`config.mk`:
```
export PLATFORM = sky130hd
export DESIGN_NAME = regfile_2r1w
export DESIGN_NICKNAME = d
export VERILOG_FILES = /design/src/rtl/regfile_2r1w.sv
export SDC_FILE = /design/constraint.sdc
export NUM_CORES = 2
export LEC_CHECK = 0
export ABC_AREA = 1
export BUFFER_PORTS_ARGS = -buffer_cell sky130_fd_sc_hd__buf_2
export CAP_MARGIN = 20
export CORE_MARGIN = 4
export CORE_UTILIZATION = 60
export DETAILED_ROUTE_END_ITERATION = 10
export PLACE_DENSITY = 0.77
export SLEW_MARGIN = 30
export SYNTH_ARGS = -nofsm -noshare
export SYNTH_HDL_FRONTEND = slang
export SYNTH_SLANG_ARGS = --single-unit
```
`constraint.sdc`:
```
create_clock -name clk -period 47.8 [get_ports clk]
set_clock_uncertainty 0.1 [all_clocks]
set_input_delay 9.56 -clock clk [delete_from_list [all_inputs] [get_ports clk]]
set_output_delay 9.56 -clock clk [all_outputs]
set_load 0.005 [all_outputs]
```
`src/rtl/regfile_2r1w.sv`:
```
// 2-read / 1-write register file: r0 reads as zero, and a write is forwarded to the read ports in the same cycle.
// Optional macro REGFILE_DBG_PORT_EN adds a committed-state debug read port and an accepted-write counter.
module regfile_2r1w #(
    parameter int DATA_W   = 32,
    parameter int ADDR_W   = 5,
    parameter int NUM_REGS = 32
) (
    input  logic              clk,
    input  logic              rst,
    input  logic              we,
    input  logic [ADDR_W-1:0] waddr,
    input  logic [DATA_W-1:0] wdata,
    input  logic              re1,
    input  logic [ADDR_W-1:0] raddr1,
    output logic [DATA_W-1:0] rdata1,
    input  logic              re2,
    input  logic [ADDR_W-1:0] raddr2,
    output logic [DATA_W-1:0] rdata2
`ifdef REGFILE_DBG_PORT_EN
    ,
    input  logic [ADDR_W-1:0] dbg_raddr,
    output logic [DATA_W-1:0] dbg_rdata,
    output logic [31:0]       dbg_wr_count
`endif
);

    logic [DATA_W-1:0] mem [NUM_REGS];
    logic              wr_accept;

    assign wr_accept = we && (waddr != '0);

    // Entry 0 is cleared by reset and never written, so it stays zero.
    always_ff @(posedge clk or posedge rst) begin
        if (rst) begin
            for (int i = 0; i < NUM_REGS; i++) begin
                mem[i] <= '0;
            end
        end else if (wr_accept) begin
            mem[waddr] <= wdata;
        end
    end

    logic [1:0]        re_v;
    logic [ADDR_W-1:0] raddr_v [2];
    logic [DATA_W-1:0] rdata_v [2];

    assign re_v[0]    = re1;
    assign re_v[1]    = re2;
    assign raddr_v[0] = raddr1;
    assign raddr_v[1] = raddr2;
    assign rdata1     = rdata_v[0];
    assign rdata2     = rdata_v[1];

    generate
        for (genvar gi = 0; gi < 2; gi++) begin : g_rd
            always_comb begin
                rdata_v[gi] = '0;
                if (rst || (raddr_v[gi] == '0) || !re_v[gi]) begin
                    rdata_v[gi] = '0;
                end else if (we && (raddr_v[gi] == waddr)) begin
                    rdata_v[gi] = wdata;
                end else begin
                    rdata_v[gi] = mem[raddr_v[gi]];
                end
            end
        end
    endgenerate

`ifdef REGFILE_DBG_PORT_EN
    logic [31:0] wr_count_reg;

    always_ff @(posedge clk or posedge rst) begin
        if (rst) begin
            wr_count_reg <= '0;
        end else if (wr_accept) begin
            wr_count_reg <= wr_count_reg + 32'd1;
        end
    end

    // Debug view shows committed state only: no write bypass.
    assign dbg_rdata    = rst ? '0 : mem[dbg_raddr];
    assign dbg_wr_count = wr_count_reg;
`endif

endmodule

```
==> reports/summary.md <==
The I/O pin count is 116, and the maximum number of pins on one net before global-route repair is 168. After clock tree synthesis, the clock-pin slew on the worst setup and hold paths is 0.06 ns. TritonCTS built the clock tree. The logs give 0 for the post-detailed-route DRC marker count and 114 for the number of clock buffers inserted by TritonCTS. The met1 track demand over resource in global routing was 0.569. The tool flagged a number of max-cap violations equal to 0. The number of synthesized flops with an enable pin was 0; the synthesized area per cell was 6.46 um^2.

For hold timing, the worst endpoint is mem[1001]$_DFFE_PP0P_. Post-route fraction of the period consumed by the critical path: 0.497. The tools report the reg-to-reg endpoint as mem[494]$_DFFE_PP0P_.

Global routing finished with a remaining overflow of 0. The analysis attributes to cell leakage a power of 32.2 nW. The met2 track demand over resource in global routing is 0.622. Detailed placement finished with a half-perimeter wire length of 117 mm. When the netlist entered floorplanning its net count stood at 9,241. The post-synthesis async set-or-reset flop share is 1.00.

The area of the die was 0.104 mm^2; the setup slack of the worst register-to-register path was 46.91 ns. At the pin with the least slew margin, the transition time is 1.12 ns. The floorplan step set the die height to 322 um.

The worst-case IR drop observed on VDD is 32.7 uV. The placed instances occupy a cell area of 0.0599 mm^2. In this run the most critical hold path is launched from mem[1001]$_DFFE_PP0P_. The tools report the hold violation count in the final report as 0.

The average via count per standard cell works out to 6.10. The dominant cell type by count on the critical path was sky130_fd_sc_hd__nand2_1. In this run the power spent charging and discharging nets is 0.000836 W. The xor-xnor portion of the synthesized cell area came out at 0. Sequential cell area fraction in the yosys report: 0.432. Final count of negative-setup-slack endpoints: 0. The tools report the combined area of the multi-input logic cells as 0.0287 mm^2. STA classifies the critical path startpoint as an input port.

The final wirelength was 226 mm; the total routing usage reported by global routing was 0.433. The area taken by flip-flops and latches is 0.0256 mm^2, and the highest achievable clock rate is 42.1 MHz. In this run the tool buffered the top-level ports with 115 buffer cells.

The total of flip-flops plus latches after synthesis came out at 1,024. The total clock sinks came out at 1,024. The startpoint identified for the worst register-to-register timing path is mem[494]$_DFFE_PP0P_.

The pre-antenna-repair detailed-routing pass consisted of 9 iterations. The adder-cell area share of the yosys netlist works out to 0. Fraction of power consumed by sequential logic: 0.427. The first global-routing pass estimated 345 mm of wire. The clock tree synthesis step divided the H-tree into 3 levels.

By area, the combinational part of the netlist is dominated by simple AND/OR/NAND/NOR gates. The final sum of negative setup slack came out at 0 ns. Counting both buffers and inverters, the worst setup path holds a total of 5.

The kind of end point of the critical path is an output port. The total count of max-transition violations in the final report came out at 0. The most frequent cell after synthesis was sky130_fd_sc_hd__nand2_1. The number of resized instances in the post-cts repair step is 0, and the relative contribution of combinational cells to total power is 0.203.

The placeable core area is 0.0983 mm^2, and the switching part of the total is 0.319. For the count of unique library cells instantiated by Yosys, the log shows 19. mem holds more flip-flops than any other register.

Traced cell by cell, the critical path runs through buf_8, inv_8, buf_12, buf_4, nand2_1, nand3_1, nand2_1, nor2_1, nand2_1, nand3_1, nand2_1, a21oi_1, buf_2. At the end of routability-driven placement, the weighted congestion stood at 0.907. The largest registers in the layout are mem: 1024 flops. The run gives 0 as the cts-stage hold buffer count. The layer with the highest usage after global routing is met2. The tightest slew margin relative to the limit was 0.251; the mux share of post-synthesis cell area was 0. After routing the design area is 0.0642 mm^2. Row generation in the floorplan step produced 115 rows. The Yosys step of the flow raised 0 warnings.

The share of total power in the clock network is 0.370. In the final design database the tool counted 8,821 nets. The tree is rooted in a sky130_fd_sc_hd__clkbuf_16. Setup repair after global routing left no endpoint under its margin. The critical path is of the input port to output port type.

The top-area cell type share of the netlist area came out at 0.432. The worst hold path passes through 0 cells. The met3 track demand over resource was 0.154; the power density relative to cell area was 40.9 mW/mm^2.

For the worst flop-to-flop path, the logic depth is 2. The flow ran to the end, and the final reports show no timing, DRC or antenna violations. The synthesized-area fraction occupied by and/or/nand/nor cells was 0.380; the worst endpoint data arrival time was 14.07 ns. Count of filler cells inserted in the layout: 8,645. The starting density of the core was 0.604. For the remaining antenna violation count after routing, the log shows 0. The register with the most flip-flops in the layout has 1,024 of them.

Across all layers, the routed design uses 62,004 vias. The clock latency reported for the late side of the worst-skew pair is 0.70 ns. The combined area of all synthesized cells came out at 0.0593 mm^2. The fraction of layout cells with a size suffix above 1 was 0.0528; the required time of the worst setup path was 38.14 ns. The compound-cell area share of the yosys netlist is 0.0957. From synthesis to final layout, the design area changed by 8.27%. The instance count of the mapped netlist is 9,189. Gate family responsible for the most delay along the worst path: buffers and inverters.

The maximum clock insertion buffer count is 3. The clock period minus worst slack was 23.73 ns; the horizontal die dimension was 322 um. For this block, the initial DRC count from the detailed router was 9,417. Yosys attributes the largest share of cell area to sky130_fd_sc_hd__dfrtp_1 43%, sky130_fd_sc_hd__nand2_1 23%, sky130_fd_sc_hd__nand3_1 9.8%.

For the via count of the first global-routing pass, the log shows 57,459. In the final routed layout, each cell accounts on average for 22.3 um. The slowest stage of the critical path belongs to the cell sky130_fd_sc_hd__a21oi_1. The most used flip-flop cell after synthesis is sky130_fd_sc_hd__dfrtp_1. For the setup fix buffers added after clock tree synthesis, the log shows 0.

The leading area contributor after synthesis was sky130_fd_sc_hd__dfrtp_1. The internal portion of total power came out at 0.00179 W. The worst min-delay path class was flop to flop. Counting instances in the post-synthesis netlist gives the leading cell types as 3,637 x sky130_fd_sc_hd__nand2_1, 1,157 x sky130_fd_sc_hd__nand3_1, 1,024 x sky130_fd_sc_hd__dfrtp_1. In this run the worst path has a maximum fanout of 167.

The initial antenna violation count is 14, and the delay of the slowest cell on the worst path is 0.85 ns.
final cells by class:
cell class | instances | area share
clock inverters | 51 | 0.0112
multi-input cells | 6726 | 0.447
well taps | 1287 | 0.0251
clock buffers | 161 | 0.0532
diodes | 9 | 0.000351
flip-flops and latches | 1024 | 0.399
inverters | 695 | 0.0412
repair buffers | 208 | 0.0227
per-layer routing:
layer  wire, um  share of wire
met5        114        0.00050
met4      16000          0.071
met3      36900           0.16
met2      91500           0.40
met1      81900           0.36
worst register-to-register path: stages (launching register included):
cell	delay (ns)
sky130_fd_sc_hd__dfrtp_1	0.41
sky130_fd_sc_hd__nand2_1	0.08
sky130_fd_sc_hd__o21ai_0	0.13
power by group through the flow:
stage	registers (W)	logic, W	clock network (W)
after global routing	0.00114	0.000605	0.00101
after global placement	0.00113	0.000493	0
after detailed placement	0.00113	0.000513	0
after floorplan	0.00111	0.000387	0
after CTS	0.00112	0.000517	0.000972
final	0.00112	0.000532	0.000971
worst max path at each step:
stage,cells after the start,startpoint,slack [ns],to
3_3_place_gp,13,raddr1[0],24.51,rdata1[1]
4_1_cts,13,raddr1[0],24.50,rdata1[1]
5_1_grt,13,raddr1[0],24.18,rdata1[6]
3_5_place_dp,13,raddr1[0],24.52,rdata1[1]
6_report,13,raddr1[0],24.07,rdata1[3]
2_1_floorplan,6,rst,6.14,rdata1[0]
cell families after synthesis:
group | Yosys count
AOI/OAI and AO/OA | 1132
DFF | 1024
and+or+nand+nor | 5594
buffers and inverters | 1439
cell usage in the layout, fill, tap and decap left out, types with 24 or more instances in the layout:
cell and instances:
sky130_fd_sc_hd__inv_1 681, sky130_fd_sc_hd__clkinv_2 29, sky130_fd_sc_hd__nand2_1 3616, sky130_fd_sc_hd__nand2_8 24
sky130_fd_sc_hd__nor2_1 773, sky130_fd_sc_hd__nand3_1 1155, sky130_fd_sc_hd__clkbuf_16 119, sky130_fd_sc_hd__dfrtp_1 1024
sky130_fd_sc_hd__buf_2 107, sky130_fd_sc_hd__a21oi_1 64, sky130_fd_sc_hd__clkbuf_8 28, sky130_fd_sc_hd__o21ai_1 48
sky130_fd_sc_hd__o21ai_0 1012, sky130_fd_sc_hd__buf_4 79
stage by stage:
step                      total power [W]  worst slack, ns  hold slack (ns)  instances   util
after CTS                         0.00261            24.50            0.304      10150  0.652
after floorplan                   0.00150             6.14            0.351       9189      -
after detailed placement          0.00164            24.52            0.289       9938  0.610
final                             0.00262            24.07            0.304      10161  0.654
after global placement            0.00162            24.51            0.286       9934  0.607
after global routing              0.00275            24.18            0.309      10154  0.653
(Power assumes the default switching activity.)
